File: src/rtl/uart_fifo_pkg.sv
// Shared types and constants for the UART transmit byte FIFO.
package uart_fifo_pkg;

   localparam int DEFAULT_DEPTH_LOG2 = 4;
   localparam int BYTE_W             = 8;

   typedef enum logic [1:0] {
      IDLE      = 2'd0,
      ACK       = 2'd1,
      WAIT_FREE = 2'd2
   } tx_state_e;

endpackage

File: src/rtl/sync_byte_fifo.sv
// Circular byte store with extended pointers, flush and overflow reporting.
module sync_byte_fifo
   import uart_fifo_pkg::*;
#(
   parameter int DEPTH_LOG2 = DEFAULT_DEPTH_LOG2,
   parameter int DATA_W     = BYTE_W
) (
   input  logic                  clk,
   input  logic                  rst_n,
   input  logic                  push,
   input  logic [DATA_W-1:0]     push_data,
   input  logic                  pop,
   input  logic                  flush,
   output logic [DATA_W-1:0]     rd_data,
   output logic                  full,
   output logic                  empty,
   output logic [DEPTH_LOG2:0]   level,
   output logic                  overflow
);

   localparam int DEPTH = 1 << DEPTH_LOG2;
   localparam logic [DEPTH_LOG2:0] PTR_INC  = {{DEPTH_LOG2{1'b0}}, 1'b1};
   localparam logic [DEPTH_LOG2:0] FULL_XOR = {1'b1, {DEPTH_LOG2{1'b0}}};

   logic [DEPTH_LOG2:0] wr_ptr;
   logic [DEPTH_LOG2:0] rd_ptr;
   logic [DATA_W-1:0]   mem [DEPTH];
   logic                do_push;
   logic                do_pop;

   // Pointer MSB is the wrap bit: equal low bits with differing MSB means full.
   assign full    = (wr_ptr ^ rd_ptr) == FULL_XOR;
   assign empty   = (wr_ptr == rd_ptr);
   assign level   = wr_ptr - rd_ptr;
   assign rd_data = mem[rd_ptr[DEPTH_LOG2-1:0]];

   assign do_push = push && !full && !flush;
   assign do_pop  = pop && !empty && !flush;

   always_ff @(posedge clk) begin
      if (do_push) begin
         mem[wr_ptr[DEPTH_LOG2-1:0]] <= push_data;
      end
   end

   always_ff @(posedge clk or negedge rst_n) begin
      if (!rst_n) begin
         wr_ptr   <= '0;
         rd_ptr   <= '0;
         overflow <= 1'b0;
      end else begin
         if (do_push) begin
            wr_ptr <= wr_ptr + PTR_INC;
         end
         if (flush) begin
            rd_ptr <= wr_ptr;
         end else if (do_pop) begin
            rd_ptr <= rd_ptr + PTR_INC;
         end
         // Full is judged before any same-edge pop; flush swallows the write silently.
         overflow <= push && full && !flush;
      end
   end

endmodule

File: src/rtl/uart_tx_byte_fifo.sv
// Byte FIFO feeding a UART transmitter, pacing loads on the UART busy flag.
module uart_tx_byte_fifo
   import uart_fifo_pkg::*;
#(
   parameter int DEPTH_LOG2 = DEFAULT_DEPTH_LOG2,
   parameter int DATA_W     = BYTE_W
) (
   input  logic                  clk,
   input  logic                  rst_n,
   input  logic                  wr_en,
   input  logic [DATA_W-1:0]     wr_data,
   input  logic                  flush,
   output logic                  full,
   output logic                  empty,
   output logic [DEPTH_LOG2:0]   level,
   output logic                  overflow,
   output logic                  ena_tx,
   output logic [DATA_W-1:0]     tx_data,
   input  logic                  tx_busy,
   output tx_state_e             fsm_state
);

   tx_state_e         state;
   logic              load;
   logic [DATA_W-1:0] head_data;

   sync_byte_fifo #(
      .DEPTH_LOG2 (DEPTH_LOG2),
      .DATA_W     (DATA_W)
   ) u_fifo (
      .clk       (clk),
      .rst_n     (rst_n),
      .push      (wr_en),
      .push_data (wr_data),
      .pop       (load),
      .flush     (flush),
      .rd_data   (head_data),
      .full      (full),
      .empty     (empty),
      .level     (level),
      .overflow  (overflow)
   );

   // Load handshake: ena_tx is a one-cycle strobe issued only while tx_busy=0;
   // the UART acknowledges by raising tx_busy, and the next load waits for it to fall.
   assign load      = (state == IDLE) && !empty && !tx_busy && !flush;
   assign fsm_state = state;

   always_ff @(posedge clk or negedge rst_n) begin
      if (!rst_n) begin
         state   <= IDLE;
         ena_tx  <= 1'b0;
         tx_data <= '0;
      end else begin
         ena_tx <= load;
         case (state)
            IDLE: begin
               if (load) begin
                  tx_data <= head_data;
                  state   <= ACK;
               end
            end
            ACK: begin
               if (tx_busy) begin
                  state <= WAIT_FREE;
               end
            end
            WAIT_FREE: begin
               if (!tx_busy) begin
                  state <= IDLE;
               end
            end
            default: state <= IDLE;
         endcase
      end
   end

endmodule

File: config.mk
export PLATFORM = sky130hd
export DESIGN_NAME = uart_tx_byte_fifo
export DESIGN_NICKNAME = d
export VERILOG_FILES = /design/src/rtl/uart_fifo_pkg.sv /design/src/rtl/sync_byte_fifo.sv /design/src/rtl/uart_tx_byte_fifo.sv
export SDC_FILE = /design/constraint.sdc
export NUM_CORES = 1
export LEC_CHECK = 0
export CORE_ASPECT_RATIO = 0.75
export CORE_MARGIN = 4
export CORE_UTILIZATION = 40
export DETAILED_ROUTE_END_ITERATION = 10
export PLACE_DENSITY = 0.69
export SLEW_MARGIN = 15
export SYNTH_ARGS = -nofsm -noshare
export SYNTH_HDL_FRONTEND = slang
export SYNTH_SLANG_ARGS = --single-unit
File: constraint.sdc
create_clock -name clk -period 2.8 [get_ports clk]
set_input_delay 0.28 -clock clk [delete_from_list [all_inputs] [get_ports clk]]
set_output_delay 0.28 -clock clk [all_outputs]
set_load 0.05 [all_outputs]
==> flow_summary.yaml <==
global_routing:
  grt_pass1_vias: 3403
  antenna_found_initial: 0
  track_usage_pct: 16.2
  gr-total-overflow: 0
  grt_max_degree: 53
  grt_pass1_wl_um: 20500
synthesis:
  synth-async-reset-ratio_pct: 14.7
  netlist.area_leader.share_pct: 62.5
  synth_top_area_cell: "edfxtp_1"
  syn_inst: 361
  synth_cell_types: 41
  yosysMostFrequentCell: "edfxtp_1"
  synth.area.top_cells: "edfxtp_1, dfrtp_1, mux2i_1, mux4_2, ha_1"
  ys_top_cells_by_count: "edfxtp_1, mux2i_1, dfrtp_1, nor2_1, nand2_1"
  synth_edf_count: 128
  yosys_warnings: 0
  synth_area_sq_um: 6150
  synth_nets: 384
  ys_ff_latch: 150
  ys_seq_area_share_pct: 71.4
  synth_flop_cell: "edfxtp_1"
  syn_avg_cell_area_sq_um: 17.0
detailed_routing:
  drc: 0
  first_pass_iters: 5
  wire_per_inst_um: 21.0
  via_per_inst: 5.39
  drt_wl_total_um: 13200
  drt-initial-drc-count: 380
  via_count: 3393
  drtAntennaViolNets: 0
sta:
  worst_pin_slew_ns: 0.687
  tns_ns: 0
  min_period_ns: 2.59
  layout_worst_path_cycle_share_pct: 92.5
  slew_viol_final: 0
  rsz0062_at_grt: "false"
  clock.fmax_mhz: 386
  setup_violations: 0
  finClkSkew_ns: 0.00994
  finalHoldViolations: 0
  maxSlewHeadroom_pct: 54.1
cells_and_area:
  synthToLayoutAreaGrowth_pct: 21.1
  diodes: 0
  drive_gt1_share_pct: 18.8
  layout.nets: 440
floorplan:
  core_sq_um: 14800
  start_util_pct: 41.6
  ios: 32
  dieHeight_um: 115
  rows: 38
  die_w_um: 151
  dieArea_sq_um: 17500
clock_tree:
  cts_inserted_buffers: 17
  clk_path_buf_depth: 2
  clock_sinks: 150
  post_cts_resized: 0
  htree_levels: 4
  cts-root-buf: "clkbuf_16"
  clk_pin_slew_ns: 0.06
  cts_tree: "built"
  cts_setup_buffers: 0
  hold_buffers: 0
  clock_latency_ns: 0.42
pwr:
  seqPwrFrac_pct: 32.7
  power_density_nw_per_um2: 1170
  power_frac_comb_pct: 40.0
  vdd_drop_max_mv: 1.30
  p_sw_w: 0.00314
  power_frac_clock_pct: 27.3
  p_int_w: 0.00560
  p_leak_nw: 2.63
  swShare_pct: 35.9
  total_power_w: 0.00873
critical_path:
  path_class: "flip-flop to output port"
  endpoint_kind: "output port"
  cp_cell_sequence: "inv_1 -> ha_1 -> fa_1 -> inv_1 -> a21o_1 -> a21oi_1 -> xor2_1 -> buf_12"
  slowest_stage: "dfrtp_1"
  path_delay_family: "adder cells"
  critPathMaxStageDelay_ns: 0.42
  crit_top_cell: "inv_1"
  arrival_ns: 2.31
  path_buf_inv: 3
  crit_fanout: 5
  critPathRequiredTime_ns: 2.52
  critPathLaunchType: "flip-flop"
place:
  port_buffers: 31
  hpwlAfterDp_um: 8840
  globalplace.congestion: 0.847
run_status:
  status: "complete, no violations"
worst_hold_path:
  hold_path_class: "primary input to asynchronous set/reset pin"
flow_run:
  max-cap-violations: 0
## cells in the final DEF (no fill, tap or decap), drive strengths merged
cell and n:
edfxtp 128, mux2i 33, buf 31, clkdlybuf4s50 24
nor2 22, dfrtp 22, clkbuf 22, mux4 16
nand2 14, o21ai 14, inv 11, a21oi 11
ha 9, xnor2 8, a221oi 8, o22ai 8
a31oi 8, clkinv 5, nor3 4, xor2 4
nand2b 3, nand4 3, and2 3, clkinvlp 3
bufinv 3, a21o 2, nand3b 2, o2111ai 2
o211ai 2, and4 1, nor4 1, nor2b 1
or3b 1, fa 1
## worst reg2reg max path, cell delays in order, from the launching register on
cell and delay [ns]:
dfrtp_1 0.58, inv_1 0.14, ha_1 0.37, and4_1 0.20, a21oi_2 0.27, nand2_1 0.20, nor3_1 0.18, buf_4 0.22
## registers in the layout, indices dropped and copies added, names as in the netlist
name             flops
u_fifo.rd_ptr        5
u_fifo.overflow      1
fsm_state            2
u_fifo.mem         128
tx_data              8
ena_tx               1
u_fifo.wr_ptr        5
## per-stage QoR
stage	instance area (sq um)	hold WS [ns]	util [%]	std cells	worst slack, ns
after floorplan	6150	-0.0156	-	361	0.0250
after global placement	6830	0.539	46.2	598	0.440
after detailed placement	6830	0.549	46.2	598	0.399
after CTS	7450	0.220	50.4	630	0.218
after global routing	7450	0.245	50.4	630	0.125
final	7450	0.218	50.4	630	0.209
## cells by family (layout without fill, tap and decap cells)
logic type                 Yosys count  after routing  share of synthesized area (%)
and+or+nand+nor                     55             55                           4.41
AOI/OAI and AO/OA                   55             55                           5.69
muxes                               49             49                           11.4
xor gates and xnor gates            12             12                           1.83
adders and majority gates           10             10                           2.16
buffers and inverters               30             99                           3.09
DFF                                150            150                           71.4
## layout make-up
| class | instances | area (sq um) |
|---|---|---|
| clock buffer | 22 | 485 |
| clock inverter | 10 | 144 |
| fill | 1183 | 7330 |
| inverter | 12 | 50.0 |
| multi-input combinational | 181 | 1570 |
| sequential | 150 | 4400 |
| tap | 200 | 250 |
| timing repair buffer | 55 | 561 |
## power by group through the flow
stage	clock network, W	registers (W)	logic, W
after floorplan	0	0.00310	0.00206
after global placement	0	0.00288	0.00346
after detailed placement	0	0.00289	0.00349
after CTS	0.00240	0.00285	0.00351
after global routing	0.00252	0.00288	0.00370
final	0.00239	0.00285	0.00350
## per-layer routing
layer / vias to the layer above / GRT usage [%] / part of all wire (%)
li1: 1524 / - / -
met1: 1740 / 24.9 / 48
met2: 114 / 23.0 / 45
met3: 15 / 3.48 / 6.2
met4: 0 / 5.62 / 1.2
met5: - / 0 / 0
## final timing paths
kind	startpoint	endpoint	slack [ns]	cells after the start
min in group clk	wr_en	u_fifo.overflow$_DFF_PN0_	0.51	3
max in group asynchronous	rst_n	u_fifo.rd_ptr[0]$_DFFE_PN0P_	2.32	2
worst max-delay path	u_fifo.wr_ptr[0]$_DFFE_PN0P_	level[4]	0.21	8
worst min-delay path	rst_n	u_fifo.rd_ptr[4]$_DFFE_PN0P_	0.22	2
worst min register to register	tx_data[1]$_DFFE_PN0P_	tx_data[1]$_DFFE_PN0P_	0.59	2
worst max register to register	u_fifo.rd_ptr[3]$_DFFE_PN0P_	u_fifo.mem[1][5]$_DFFE_PP_	0.34	7
Note: power is estimated with default switching activity, not from simulation.
